### src/rtl/fpu_pkg.sv
// Shared types and constants for the FPU job sequencer.
package fpu_pkg;

  localparam int unsigned EXP_W = 5;
  localparam int unsigned MAN_W = 10;
  localparam int unsigned FP_W  = 1 + EXP_W + MAN_W;
  localparam int unsigned OP_W  = 2;
  localparam int unsigned JOB_W = 2 * FP_W + OP_W;

  localparam logic [OP_W-1:0] OP_ADD = 2'b00;
  localparam logic [OP_W-1:0] OP_SUB = 2'b01;
  localparam logic [OP_W-1:0] OP_MUL = 2'b10;
  localparam logic [OP_W-1:0] OP_DIV = 2'b11;

  typedef enum logic [2:0] {
    ST_IDLE    = 3'd0,
    ST_LOAD_A  = 3'd1,
    ST_LOAD_B  = 3'd2,
    ST_LOAD_OP = 3'd3,
    ST_WAIT    = 3'd4
  } seq_state_e;

  // One queued job, JOB_W bits: {a, b, op}.
  typedef struct packed {
    logic [FP_W-1:0] a;
    logic [FP_W-1:0] b;
    logic [OP_W-1:0] op;
  } fpu_job_t;

endpackage

### src/rtl/fpu_job_fifo.sv
// Synchronous job FIFO; pointers carry one extra wrap bit to separate full from empty.
// Flags and level are registered; full is held high during reset so in_ready stays low.
module fpu_job_fifo
  import fpu_pkg::*;
#(
  parameter int unsigned DEPTH = 4
) (
  input  logic                   clk,
  input  logic                   rst,
  input  logic                   push,
  input  fpu_job_t               wdata,
  input  logic                   pop,
  output fpu_job_t               rdata,
  output logic                   full,
  output logic                   empty,
  output logic [$clog2(DEPTH):0] level
);

  localparam int unsigned AW = $clog2(DEPTH);
  localparam int unsigned PW = AW + 1;

  fpu_job_t      mem [DEPTH];
  logic [PW-1:0] wr_ptr;
  logic [PW-1:0] rd_ptr;
  logic [PW-1:0] wr_ptr_n;
  logic [PW-1:0] rd_ptr_n;
  logic          do_push;
  logic          do_pop;

  // Qualified accesses and next pointer values.
  always_comb begin
    do_push  = push && !full;
    do_pop   = pop && !empty;
    wr_ptr_n = wr_ptr + PW'(do_push);
    rd_ptr_n = rd_ptr + PW'(do_pop);
  end

  // Pointer, flag and level registers.
  always_ff @(posedge clk or posedge rst) begin
    if (rst) begin
      wr_ptr <= '0;
      rd_ptr <= '0;
      full   <= 1'b1;
      empty  <= 1'b1;
      level  <= '0;
    end else begin
      wr_ptr <= wr_ptr_n;
      rd_ptr <= rd_ptr_n;
      full   <= (wr_ptr_n[AW] != rd_ptr_n[AW]) && (wr_ptr_n[AW-1:0] == rd_ptr_n[AW-1:0]);
      empty  <= (wr_ptr_n == rd_ptr_n);
      level  <= wr_ptr_n - rd_ptr_n;
    end
  end

  // Storage array; contents need no reset.
  always_ff @(posedge clk) begin
    if (do_push) begin
      mem[wr_ptr[AW-1:0]] <= wdata;
    end
  end

  assign rdata = mem[rd_ptr[AW-1:0]];

endmodule

### src/rtl/fpu_job_sequencer.sv
// Queues FPU jobs and serialises each onto the FPU start/data load bus, then waits
// for completion. Optional watchdog in WAIT: define FPU_SEQ_WATCHDOG_EN.
// Bus outputs are registered from the next state, so each word lines up with its state.
module fpu_job_sequencer
  import fpu_pkg::*;
#(
  parameter int unsigned DEPTH = 4,
  parameter int unsigned CNT_W = 16
`ifdef FPU_SEQ_WATCHDOG_EN
  ,
  parameter int unsigned TMO_CYC = 1024
`endif
) (
  input  logic                   clk,
  input  logic                   rst,
  input  logic                   in_valid,
  output logic                   in_ready,
  input  logic [FP_W-1:0]        in_a,
  input  logic [FP_W-1:0]        in_b,
  input  logic [OP_W-1:0]        in_op,
  output logic                   fpu_start,
  output logic [FP_W-1:0]        fpu_data,
  input  logic                   fpu_ready,
  input  logic                   fpu_error,
  output logic                   done,
  output logic                   done_err,
  output logic                   busy,
  output logic [$clog2(DEPTH):0] fifo_level,
  output logic [CNT_W-1:0]       jobs_done
`ifdef FPU_SEQ_WATCHDOG_EN
  ,
  output logic                   timeout_seen
`endif
);

  localparam int unsigned LW = $clog2(DEPTH) + 1;

  seq_state_e      state;
  seq_state_e      state_n;
  fpu_job_t        head;
  logic            full;
  logic            empty;
  logic            push;
  logic            pop;
  logic [FP_W-1:0] job_b;
  logic [OP_W-1:0] job_op;
  logic            start_n;
  logic [FP_W-1:0] data_n;
  logic            done_n;
  logic            err_n;
  logic            busy_n;
  logic [LW-1:0]   level_after;

`ifdef FPU_SEQ_WATCHDOG_EN
  localparam int unsigned WD_W = $clog2(TMO_CYC + 1);
  logic [WD_W-1:0] wd_cnt;
  logic            tmo;
`endif

  assign in_ready = ~full;
  assign push     = in_valid && in_ready;

  fpu_job_fifo #(
    .DEPTH(DEPTH)
  ) u_fifo (
    .clk  (clk),
    .rst  (rst),
    .push (push),
    .wdata('{a: in_a, b: in_b, op: in_op}),
    .pop  (pop),
    .rdata(head),
    .full (full),
    .empty(empty),
    .level(fifo_level)
  );

  // Next state, pop request and next values of the registered outputs.
  always_comb begin
    state_n = state;
    pop     = 1'b0;
    start_n = 1'b0;
    data_n  = '0;
    done_n  = 1'b0;
    err_n   = 1'b0;
`ifdef FPU_SEQ_WATCHDOG_EN
    tmo     = 1'b0;
`endif
    case (state)
      ST_IDLE: begin
        if (!empty) begin
          pop     = 1'b1;
          start_n = 1'b1;
          data_n  = head.a;
          state_n = ST_LOAD_A;
        end
      end
      ST_LOAD_A: begin
        data_n  = job_b;
        state_n = ST_LOAD_B;
      end
      ST_LOAD_B: begin
        data_n  = FP_W'(job_op);
        state_n = ST_LOAD_OP;
      end
      ST_LOAD_OP: begin
        state_n = ST_WAIT;
      end
      ST_WAIT: begin
        if (fpu_ready || fpu_error) begin
          done_n  = 1'b1;
          err_n   = fpu_error;
          state_n = ST_IDLE;
        end
`ifdef FPU_SEQ_WATCHDOG_EN
        else if (wd_cnt == WD_W'(TMO_CYC - 1)) begin
          done_n  = 1'b1;
          err_n   = 1'b1;
          tmo     = 1'b1;
          state_n = ST_IDLE;
        end
`endif
      end
      default: begin
        state_n = ST_IDLE;
      end
    endcase
    level_after = fifo_level + LW'(push) - LW'(pop);
    busy_n      = (state_n != ST_IDLE) || (level_after != '0);
  end

  // State, output and job holding registers.
  always_ff @(posedge clk or posedge rst) begin
    if (rst) begin
      state     <= ST_IDLE;
      fpu_start <= 1'b0;
      fpu_data  <= '0;
      done      <= 1'b0;
      done_err  <= 1'b0;
      busy      <= 1'b0;
      jobs_done <= '0;
      job_b     <= '0;
      job_op    <= '0;
    end else begin
      state     <= state_n;
      fpu_start <= start_n;
      fpu_data  <= data_n;
      done      <= done_n;
      done_err  <= err_n;
      busy      <= busy_n;
      if (done_n) begin
        jobs_done <= jobs_done + CNT_W'(1);
      end
      if (pop) begin
        job_b  <= head.b;
        job_op <= head.op;
      end
    end
  end

`ifdef FPU_SEQ_WATCHDOG_EN
  // WAIT cycle counter (zero on entry to WAIT) and sticky timeout flag.
  always_ff @(posedge clk or posedge rst) begin
    if (rst) begin
      wd_cnt       <= '0;
      timeout_seen <= 1'b0;
    end else begin
      wd_cnt <= (state == ST_WAIT) ? wd_cnt + WD_W'(1) : '0;
      if (tmo) begin
        timeout_seen <= 1'b1;
      end
    end
  end
`endif

endmodule

### config.mk
export PLATFORM = sky130hd
export DESIGN_NAME = fpu_job_sequencer
export DESIGN_NICKNAME = d
export VERILOG_FILES = /design/src/rtl/fpu_pkg.sv /design/src/rtl/fpu_job_fifo.sv /design/src/rtl/fpu_job_sequencer.sv
export SDC_FILE = /design/constraint.sdc
export NUM_CORES = 1
export LEC_CHECK = 0
export ABC_AREA = 1
export CAP_MARGIN = 30
export CORE_MARGIN = 3
export CORE_UTILIZATION = 30
export CTS_CLUSTER_DIAMETER = 150
export DETAILED_ROUTE_END_ITERATION = 16
export PLACE_DENSITY_LB_ADDON = 0.1
export SLEW_MARGIN = 10
export SYNTH_ARGS = -nofsm -noshare
export SYNTH_HDL_FRONTEND = slang
export SYNTH_SLANG_ARGS = --single-unit
### constraint.sdc
create_clock -name clk -period 5.56 [get_ports clk]
set_clock_uncertainty 0.15 [all_clocks]
set_input_delay 0.556 -clock clk [delete_from_list [all_inputs] [get_ports clk]]
set_output_delay 0.556 -clock clk [all_outputs]
set_load 0.1 [all_outputs]
# Yosys cells after proc, flatten, opt, wreduce, memory -nomap -nowiden
# Memories as Yosys holds them, arrays and structs flattened.
# Index checks and enable logic that the tools add are counted.
dict set report word_totals {
  register_bits 68
  mem_bits_rw 136
  out_inout_bits 40
  word_cells 53
  n_memories 1
}
# name depth width rd rd_clocked_by_memory_dff write_ports line
set memory_table {}
lappend memory_table {u_fifo.mem 4 34 1 0 1 fpu_job_fifo.sv:22} ;# fpu_job_t mem [DEPTH];
dict set report classes {
  addsub 6
  n_eq_ne 7
  muxes 13
  bitwise 1
  n_reduce_logical 11
}
# op count
set ops {}
lappend ops {{$pmux 16 s3} 1}
lappend ops {{$add 16x1->16 const B} 1}
lappend ops {{$mux 16} 1}
lappend ops {{$pmux 3 s5} 1}
lappend ops {{$add 3x1->3} 3}
lappend ops {{$mux 1} 8}
lappend ops {{$eq 3x2->1 const B} 2}
lappend ops {{$mux 3} 2}
lappend ops {{$reduce_bool 3->1} 2}
lappend ops {{$logic_and 1x1->1} 4}
lappend ops {{$eq 3x1->1 const B} 1}
lappend ops {{$eq 3x3->1} 1}
lappend ops {{$eq 3x3->1 const B} 1}
lappend ops {{$logic_not 3->1} 1}
lappend ops {{$sub 3x1->3} 1}
lappend ops {{$sub 3x3->3} 1}
lappend ops {{$eq 2x2->1} 1}
lappend ops {{$logic_not 1->1} 2}
lappend ops {{$logic_or 1x1->1} 2}
lappend ops {{$ne 1x1->1} 1}
lappend ops {{$not 1->1} 1}

# Longest topological paths before layout
# Gate-level depths: netlist of the first run.
dict set report logic_depth {
  word_depth 6
  depth_mapped 11
  mapped_depth_nobuf 11
}

# Modules after synthesis
# Synthesis of the first run repeated with hierarchy kept, for this count alone.
dict set report hier_totals {
  hier_cells 668
  area_unflattened_um2 8321.7
}
# mod instances cells_each area_each_um2 seq_area_each_um2
set modules_own_cells {}
lappend modules_own_cells {fpu_job_fifo 1 390 5784.3 4361.7}
lappend modules_own_cells {fpu_job_sequencer 1 278 2537.4 1426.4}

# Worst setup path after synthesis of the first run
# No wires, ideal clock.
dict set report synth_path {
  path_type {reg2reg}
  start {register u_fifo.full}
  end {memory u_fifo.mem[0][0] in the netlist's numbering, enable pin}
  setup_ns 0.468
  arrival_ns 3.608
  setup_slack_ns 1.335
  path_stages_with_launch 4
  n_path_buf 0
  path_cell_list {dfstp_2 -> inv_1 -> nand2_1 -> nor3_1}
}
dict set report synth_via {
  elab_chain_len 5
  word_cells_on_any_way 6
  classes_between {mux: 2; bitwise: 1; reduce/logical: 3}
}
# item line
set synth_rtl {}
lappend synth_rtl {{start, declared} fpu_job_fifo.sv:14} ;# output logic full,
lappend synth_rtl {{start signal, assigned} fpu_job_fifo.sv:49} ;# full <= (wr_ptr_n[AW] != rd_ptr_n[AW]) && (wr_ptr_n[AW-1:0] == rd_ptr_n[AW-1:0]);
lappend synth_rtl {{$not 1->1} fpu_job_sequencer.sv:60} ;# assign in_ready = ~full;
lappend synth_rtl {{via in_ready} fpu_job_sequencer.sv:17} ;# output logic in_ready,
lappend synth_rtl {{$logic_and 1x1->1} fpu_job_sequencer.sv:61} ;# assign push = in_valid && in_ready;
lappend synth_rtl {{$logic_and 1x1->1} fpu_job_fifo.sv:32} ;# do_push = push && !full;
lappend synth_rtl {{$mux 1} fpu_job_fifo.sv:57} ;# if (do_push) begin
lappend synth_rtl {{$mux 1 (implied by the code)} fpu_job_fifo.sv:58} ;# mem[wr_ptr[AW-1:0]] <= wdata;
lappend synth_rtl {{end, declared} fpu_job_fifo.sv:22}
# The timed path passes the listed nets, and every way through them passes these cells.

# Final worst setup path of the first run
dict set report layout_path {
  start {register state[2]}
  end {register busy}
}
dict set report layout_via {
  elab_chain_len 5
  word_cells_on_any_way 13
  classes_between {add/sub: 1; eq/ne: 4; mux: 4; reduce/logical: 4}
}
# item line
set layout_rtl {}
lappend layout_rtl {{start, declared} fpu_job_sequencer.sv:38} ;# seq_state_e state;
lappend layout_rtl {{start signal, assigned} fpu_job_sequencer.sv:144} ;# state <= state_n;
lappend layout_rtl {{$logic_not 3->1} fpu_job_sequencer.sv:88} ;# case (state)
lappend layout_rtl {{$mux 1} fpu_job_sequencer.sv:88}
lappend layout_rtl {{$sub 3x1->3} fpu_job_sequencer.sv:127} ;# level_after = fifo_level + LW'(push) - LW'(pop);
lappend layout_rtl {{$reduce_bool 3->1} fpu_job_sequencer.sv:128} ;# busy_n = (state_n != ST_IDLE) || (level_after != '0);
lappend layout_rtl {{$logic_or 1x1->1 (*)} fpu_job_sequencer.sv:128}
lappend layout_rtl {{via busy_n} fpu_job_sequencer.sv:51} ;# logic busy_n;
lappend layout_rtl {{end signal, assigned} fpu_job_sequencer.sv:149} ;# busy <= busy_n;
lappend layout_rtl {{end, declared} fpu_job_sequencer.sv:27} ;# output logic busy,
# Mark *: on every way through the listed nets, which the timed path passes. The rest lies on a longest branch.
# A chain may end at the register's enable or synchronous reset.

==> run_results.csv, run 1 <==
group,metric,value,unit
synth,synthFlopType,"edfxtp_1",
synth,syn_avg_cell_area,11.7,sq um
floorplanning,core,26300,sq um
synth,yosysWarnings,0,
detailed_routing,vias,5062,
floorplanning,start_util,0.307,
sta,relSlewSlack,0.343,
grt,grt_max_degree,70,
synth,ys_ff_latch,204,
synth,synthTopCellsByCount,"136 x edfxtp_1, 119 x nor2_1, 95 x nand2_1",
placement,dpl.hpwl,10.1,mm
detailed_routing,dr.pass1.iters,6,
synth,synth_edf_count,136,
clocking,postCtsSetupBuffers,0,
clocking,cts_max_level,1,
power_and_ir_drop,p_clk_frac,0.242,
sta,tightestPinTransition,0.982,ns
sta,finalCritPeriodShare,0.523,
sta,fin_setup_tns,0,ns
clocking,clockRootBuffer,"clkbuf_16",
synth,syn_nets,737,
critical_path,crit_type,"reg -> reg",
synth,yosys.area.top_type,"edfxtp_1",
grt,antenna_found_initial,0,
floorplanning,ios,79,
synth,syn_inst,687,
grt,grt_pass1_vias,5233,
critical_path,start_kind,"flop",
clocking,cts_num_sinks,204,
placement,post-place-ws,2.60,ns
synth,yosysUniqueCellTypes,30,
layout,area_growth,22.5,%
power_and_ir_drop,leakage,0.00374,uW
synth,yosysMostFrequentCell,"edfxtp_1",
synth,synthTopCellsByArea,"edfxtp_1 51%, dfrtp_1 20%, nor2_1 5.5%",
floorplanning,die_h,170,um
worst_hold_path,min_path_type,"reg -> reg",
clocking,cts_buffers,23,
power_and_ir_drop,switchingPower,2250,uW
clocking,cts.clk_slew.worst_paths,0.06,ns
layout,finalInstanceArea,9890,sq um
layout,nets,821,
placement,placed_cell_area,9200,sq um
synth,synth_top_area_frac,0.506,
power_and_ir_drop,sequentialPowerShare,0.381,
detailed_routing,wl,17.7,mm
sta,setup_viol,0,
grt,grt_pass1_wl,28.8,mm
synth,syn_area,8070,sq um
flow_run,drv_cap,0,
power_and_ir_drop,total_power,5650,uW
critical_path,crit_required,5.78,ns
detailed_routing,route.detailed.drc,0,
power_and_ir_drop,intPower,3390,uW
sta,fmax,344,MHz
clocking,clk-insertion-delay-late,0.50,ns
sta,rsz0062_at_grt,"false",
critical_path,worstPathArrival,3.13,ns
power_and_ir_drop,powerDensity,571,nW/um^2
run_status,status,"complete, no violations",
detailed_routing,vias_per_cell,4.51,
floorplanning,dieWidth,170,um
synth,async_flop_share,0.333,
detailed_routing,dr.first_iter.drc_count,269,
critical_path,crit_fanout,52,
sta,whs,0.328,ns
critical_path,critPathCaptureType,"flop",
grt,grt-ovfl-total,0,
power_and_ir_drop,power_frac_comb,0.378,
placement,place_congestion,0.699,
layout,antenna_cells,0,
detailed_routing,ant_nets,0,
sta,finalHoldViolCount,0,
sta,period_needed,2.91,ns
sta,drv_slew,0,
clocking,cts_buffer_depth,3,
floorplanning,rows,59,
grt,grt_use_total,0.125,
power_and_ir_drop,switching_share,0.399,
clocking,cts_tree,"yes",
floorplanning,dieArea,28900,sq um
sta,layout_setup_ws,2.65,ns
clocking,cts_hold_buf,0,
clocking,ctsResizeCount,0,
detailed_routing,wl_per_cell,15.8,um
synth,ys_seq_area_frac,0.717,
layout,drive_gt1_frac,0.0761,
placement,numPortBuffers,78,
power_and_ir_drop,ir_worst_vdd,0.000355,V
==> path summary, 6_finish.rpt <==
kind,from,end,slack (ns),cells past startpoint
setup / recovery,state[2],busy,2.65,9
hold / removal,u_fifo.rd_ptr[2],u_fifo.rd_ptr[2],0.33,1
setup reg to reg,state[2],busy,2.65,9
hold reg to reg,u_fifo.rd_ptr[2],u_fifo.rd_ptr[2],0.33,1
max in group asynchronous,rst,u_fifo.rd_ptr[0],3.82,3
min in group asynchronous,rst,jobs_done[2],0.39,2
==> metal layers <==
| metal | routed length [um] | share of wire | GRT usage | vias up |
|---|---|---|---|---|
| met2 | 8500 | 0.48 | 0.216 | 108 |
| met1 | 8170 | 0.46 | 0.165 | 2439 |
| li1 | - | - | - | 2493 |
| met4 | 300 | 0.017 | 0.0317 | 0 |
| met3 | 747 | 0.042 | 0.0216 | 22 |
| met5 | 0 | 0 | 0 | - |
==> through the flow <==
stage,std cells,util
after floorplan,687,-
after global placement,1081,0.350
after detailed placement,1081,0.350
after CTS,1123,0.376
after global routing,1123,0.376
final,1123,0.376
==> cells in the final DEF (no fill, tap or decap) <==
cell type,count
fa_1,2
clkinv_1,1
a21o_1,1
buf_4,8
dfrtp_1,64
o21ai_0,72
edfxtp_1,136
nor3_2,4
nand3_4,1
or2_2,1
inv_2,3
nand3_1,14
clkbuf_1,8
inv_6,1
nand4_1,5
dfstp_2,2
nand3_2,1
nor2_1,119
dfrtp_2,2
a21oi_1,1
clkbuf_16,23
nor2_2,4
clkdlybuf4s50_1,78
o22ai_1,1
clkinv_2,7
xor2_1,6
o21ai_1,60
xnor2_1,7
ha_1,9
inv_1,49
clkbuf_8,3
nand2_1,95
==> cell families (layout without fill, tap and decap cells) <==
family | count (synthesis) | in the layout | synth area share
buf+inv | 80 | 181 | 0.0439
compound gates | 135 | 135 | 0.0842
flops | 204 | 204 | 0.717
fa+ha+maj | 11 | 11 | 0.0189
simple gates | 244 | 244 | 0.122
xor+xnor | 13 | 13 | 0.0141
==> worst max-delay path, stage by stage (launching register included) <==
cell and delay [ns]:
dfrtp_1 0.44, nor2_2 0.18, nand3_2 0.15, inv_2 0.68, ha_1 0.37, inv_1 0.06, ha_1 0.15, fa_1 0.41
nor2_1 0.11, nand3_1 0.08
==> layout make-up <==
cell class | count | area [sq um]
fillers | 2531 | 16400
flip-flops and latches | 204 | 5790
multi-input cells | 403 | 1950
repair buffers | 86 | 841
clock buffers | 34 | 647
well taps | 335 | 419
inverters | 53 | 200
clock inverters | 8 | 42.5
==> flip-flops by register name (all words and copies together) (netlist names) <==
register,flops
busy,1
done,1
done_err,1
fpu_data,16
fpu_start,1
job_b,16
job_op,2
jobs_done,16
state,3
u_fifo.empty,1
u_fifo.full,1
u_fifo.level,3
u_fifo.mem,136
u_fifo.rd_ptr,3
u_fifo.wr_ptr,3
==> power by group through the flow <==
stage          sequential [uW]  combinational [uW]  clock (uW)
2_1_floorplan             2670                1120           0
3_3_place_gp              2170                2160           0
3_5_place_dp              2180                2180           0
4_1_cts                   2150                2190        1420
5_1_grt                   2190                2410        1480
6_report                  2150                2130        1370
(Power assumes the default switching activity.)
==> run 2: changes to the inputs <==
==> constraint.sdc (replaced) <==
create_clock -name clk -period 2.55 [get_ports clk]
set_clock_uncertainty 0.15 [all_clocks]
set_input_delay 0.255 -clock clk [delete_from_list [all_inputs] [get_ports clk]]
set_output_delay 0.255 -clock clk [all_outputs]
set_load 0.1 [all_outputs]
==> run_results.csv, run 2 (same netlist as run 1, synthesis figures left out) <==
group,metric,value,unit
power_and_ir_drop,total_power,12700,uW
detailed_routing,vias_per_cell,4.59,
clocking,cts_num_sinks,204,
floorplanning,ios,79,
detailed_routing,route.detailed.drc,0,
worst_hold_path,worstHoldStart,"fpu_error",
layout,multiInputGateArea,2030,sq um
floorplanning,dieWidth,170,um
sta,rsz0062_at_grt,"false",
critical_path,worstSetupPathDepth,9,
placement,numPortBuffers,78,
clocking,cts_max_level,1,
detailed_routing,vias,5184,
layout,final_common_cell,"edfxtp_1",
floorplanning,start_util,0.307,
layout,post-route-util,0.382,
sta,tightestPinTransition,0.777,ns
clocking,postCtsSetupBuffers,0,
critical_path,r2r_start,"state[2]",
clocking,cts_buffer_depth,3,
detailed_routing,wl,18.6,mm
floorplanning,die_h,170,um
critical_path,crit_required,2.79,ns
worst_hold_path,min_path_type,"in -> reg",
sta,fin_setup_tns,0,ns
flow_run,drv_cap,0,
layout,seq_area,5790,sq um
clocking,cts_buffers,23,
critical_path,critPathCaptureType,"flop",
critical_path,crit_chain,"nor2_2 > nand3_2 > inv_2 > ha_1 > inv_1 > ha_1 > fa_1 > nor2_1 > nand3_1",
critical_path,crit_type,"reg -> reg",
grt,grt_use_total,0.130,
clocking,cts.clk_slew.worst_paths,0.06,ns
critical_path,r2r_slack,0.38,ns
grt,antenna_found_initial,0,
sta,period_needed,2.17,ns
critical_path,worst-path-buf-inv,2,
run_status,status,"complete, no violations",
critical_path,cp_top_family,"adder cells",
floorplanning,dieArea,28900,sq um
detailed_routing,dr.first_iter.drc_count,260,
clocking,cts_hold_buf,1,
detailed_routing,dr.pass1.iters,4,
placement,dpl.hpwl,11.0,mm
detailed_routing,wl_per_cell,16.4,um
sta,setup_viol,0,
placement,place_congestion,0.721,
floorplanning,core,26300,sq um
critical_path,slowest_delay,0.44,ns
floorplanning,rows,59,
grt,grt_pass1_wl,29.7,mm
clocking,ctsResizeCount,0,
sta,layout_setup_ws,0.382,ns
clocking,cts_tree,"yes",
worst_hold_path,holdPathEnd,"done_err",
power_and_ir_drop,leakage,0.00387,uW
sta,drv_slew,0,
clocking,clockRootBuffer,"clkbuf_16",
sta,relSlewSlack,0.480,
clocking,clk-insertion-delay-late,0.51,ns
critical_path,worst_r2r_path_depth,9,
layout,drive_gt1_frac,0.143,
grt,grt_pass1_vias,5406,
sta,finalCritPeriodShare,0.850,
placement,post-place-ws,0.353,ns
layout,nets,828,
sta,fmax,461,MHz
layout,final_cells,1130,
critical_path,start_kind,"flop",
layout,largest_register_ffs,136,
critical_path,r2r_end,"busy",
placement,dp.cells,1087,
power_and_ir_drop,ir_worst_vdd,0.000650,V
worst_hold_path,whs_path_depth,3,
grt,grt_max_degree,69,
layout,antenna_cells,0,
grt,grt-ovfl-total,0,
critical_path,slowest_stage,"dfrtp_1",
sta,finalHoldViolCount,0,
critical_path,cp_common_cell,"ha_1",
layout,area_growth,24.4,%
critical_path,worstPathArrival,2.41,ns
critical_path,crit_fanout,6,
layout,mostFrequentLayoutCells,"136 x edfxtp_1, 119 x nor2_1, 94 x nand2_1",
layout,nFillCells,2545,
power_and_ir_drop,powerDensity,1270,nW/um^2
detailed_routing,ant_nets,0,
==> run 2: through the flow <==
stage          cell area, sq um  hold slack, ns
2_1_floorplan              8170           0.204
3_3_place_gp               9330           0.313
3_5_place_dp               9330           0.309
4_1_cts                   10000           0.126
5_1_grt                   10000           0.151
6_report                  10000           0.138
==> run 2: worst max-delay path by stage <==
stage,slack [ns],from,to
floorplan,0.01,u_fifo.full,u_fifo.level[1]
global placement,0.40,in_valid,u_fifo.level[2]
detailed placement,0.35,state[2],busy
CTS,0.36,state[2],busy
global route,0.27,state[2],busy
finish,0.38,state[2],busy
==> run 2: power by group <==
| group | switching, uW | internal [uW] |
|---|---|---|
| combinational | 3520 | 1400 |
| clock | 1260 | 1820 |
| sequential | 310 | 4400 |
==> run 2: final cells by class <==
class                   count  area share
repair buffers             93      0.0892
inverters                  53      0.0203
multi-input cells         403       0.202
well taps                 335      0.0417
clock buffers              31      0.0623
flip-flops and latches    204       0.577
clock inverters            11     0.00773
==> run 2: tightest hold or removal path, cell delays in order <==
cell and delay, ns:
clkdlybuf4s50_1 0.40, inv_1 0.07, nor2_1 0.04
==> run 2: layer usage <==
metal  track usage  up-vias  part of all wire
li1              -     2508                 -
met1         0.168     2554              0.46
met2         0.226       89              0.48
met3        0.0230       33             0.035
met4        0.0360        0             0.022
met5             0        -                 0
==> run 3: changes to the inputs <==
--- a/config.mk
+++ b/config.mk
@@ -7,7 +7,7 @@
 export LEC_CHECK = 0
 export ABC_AREA = 1
 export CAP_MARGIN = 30
-export CORE_MARGIN = 3
+export CORE_ASPECT_RATIO = 0.7
 export CORE_UTILIZATION = 30
 export CTS_CLUSTER_DIAMETER = 150
 export DETAILED_ROUTE_END_ITERATION = 16
==> run_results.csv, run 3 (same netlist as run 1, synthesis figures left out) <==
group,metric,value,unit
clocking,clk-insertion-delay-late,0.50,ns
sta,fmax,464,MHz
critical_path,cp_common_cell,"ha_1",
layout,drive_gt1_frac,0.142,
layout,area_growth,23.9,%
detailed_routing,wl_per_cell,16.6,um
grt,grt_max_degree,69,
placement,placed_cell_area,9330,sq um
grt,grt_pass1_wl,30.3,mm
flow_run,drv_cap,0,
layout,nets,823,
detailed_routing,route.detailed.drc,0,
sta,finalHoldViolCount,0,
grt,grt-ovfl-total,0,
clocking,cts_buffers,21,
clocking,cts_buffer_depth,3,
clocking,cts_num_sinks,204,
floorplanning,ios,79,
critical_path,start_kind,"flop",
critical_path,crit_required,2.76,ns
sta,period_needed,2.16,ns
layout,mostFrequentLayoutCells,"136 x edfxtp_1, 119 x nor2_1, 94 x nand2_1",
placement,place_congestion,0.723,
power_and_ir_drop,leakage,0.00384,uW
power_and_ir_drop,power_frac_comb,0.392,
floorplanning,dieArea,27600,sq um
power_and_ir_drop,switching_share,0.405,
sta,whs,0.0359,ns
floorplanning,die_h,139,um
critical_path,worst-path-buf-inv,2,
power_and_ir_drop,p_clk_frac,0.238,
layout,finalInstanceArea,10000,sq um
grt,grt_use_total,0.143,
power_and_ir_drop,total_power,12700,uW
sta,fin_setup_tns,0,ns
clocking,clockRootBuffer,"clkbuf_16",
placement,numPortBuffers,78,
critical_path,crit_chain,"nor2_2 > nand3_2 > inv_2 > ha_1 > inv_1 > ha_1 > fa_1 > nor2_1 > nand3_1",
sta,drv_slew,0,
detailed_routing,wl,19.0,mm
sta,relSlewSlack,0.489,
detailed_routing,ant_nets,0,
clocking,cts_max_level,1,
critical_path,crit_fanout,6,
grt,grt_pass1_vias,5330,
clocking,cts_tree,"yes",
clocking,postCtsSetupBuffers,0,
layout,final_common_cell,"edfxtp_1",
critical_path,cp_top_family,"adder cells",
critical_path,worstPathArrival,2.37,ns
floorplanning,rows,49,
power_and_ir_drop,switchingPower,5140,uW
run_status,status,"complete, no violations",
layout,antenna_cells,0,
critical_path,slowest_stage,"dfrtp_1",
power_and_ir_drop,intPower,7550,uW
detailed_routing,dr.first_iter.drc_count,232,
sta,rsz0062_at_grt,"false",
detailed_routing,dr.pass1.iters,4,
grt,antenna_found_initial,0,
floorplanning,dieWidth,198,um
critical_path,critPathCaptureType,"flop",
detailed_routing,vias,5187,
clocking,ctsResizeCount,0,
sta,tightestPinTransition,0.767,ns
detailed_routing,vias_per_cell,4.53,
sta,finalCritPeriodShare,0.846,
critical_path,slowest_delay,0.43,ns
sta,setup_viol,0,
layout,largest_register_ffs,136,
placement,dpl.hpwl,11.0,mm
floorplanning,start_util,0.310,
clocking,cts_hold_buf,0,
power_and_ir_drop,powerDensity,1270,nW/um^2
layout,post-route-util,0.384,
critical_path,crit_type,"reg -> reg",
power_and_ir_drop,ir_worst_vdd,0.000626,V
worst_hold_path,min_path_type,"in -> async",
floorplanning,core,26100,sq um
clocking,cts.clk_slew.worst_paths,0.06,ns
power_and_ir_drop,sequentialPowerShare,0.371,
## run 3: cell type report
cell class	instances	area, sq um
Timing Repair Buffer	90	858
Fill cell	2523	16100
Inverter	53	204
Multi-Input combinational cell	403	2030
Sequential cell	204	5790
Clock inverter	7	61.3
Clock buffer	31	613
Tap cell	357	447
## run 3: metal layers
layer | vias up | share of wire | track usage
li1 | 2499 | - | -
met1 | 2547 | 0.50 | 0.208
met2 | 112 | 0.44 | 0.221
met3 | 29 | 0.043 | 0.0257
met4 | 0 | 0.018 | 0.0314
met5 | - | 0 | 0
## run 3: power groups by stage
| stage | Clock (uW) | Combinational [uW] | Sequential, uW |
|---|---|---|---|
| global route | 3250 | 5540 | 4790 |
| finish | 3020 | 4970 | 4700 |
| detailed placement | 0 | 5050 | 4770 |
| global placement | 0 | 4980 | 4750 |
| CTS | 3110 | 5070 | 4710 |
| floorplan | 0 | 2570 | 5810 |
## run 3: stage by stage
stage          setup slack [ns]  cells
6_report                  0.393   1145
5_1_grt                   0.254   1145
4_1_cts                   0.381   1145
3_5_place_dp              0.379   1107
3_3_place_gp              0.397   1107
2_1_floorplan           0.00989    687
## run 3: tightest hold or removal path, cell delays in order
cell	delay, ns
clkdlybuf4s50_1	0.42
inv_2	0.08
buf_12	0.34
## run 3: worst paths after layout
path / from / to / slack [ns] / cells past startpoint
worst max-delay path: state[2] / busy / 0.39 / 9
worst min-delay path: rst / busy / 0.04 / 3
worst max register to register: state[2] / busy / 0.39 / 9
worst min register to register: u_fifo.wr_ptr[2] / u_fifo.wr_ptr[2] / 0.33 / 1
max in group asynchronous: rst / u_fifo.empty / 1.86 / 3
min in group clk: fpu_error / done_err / 0.18 / 3
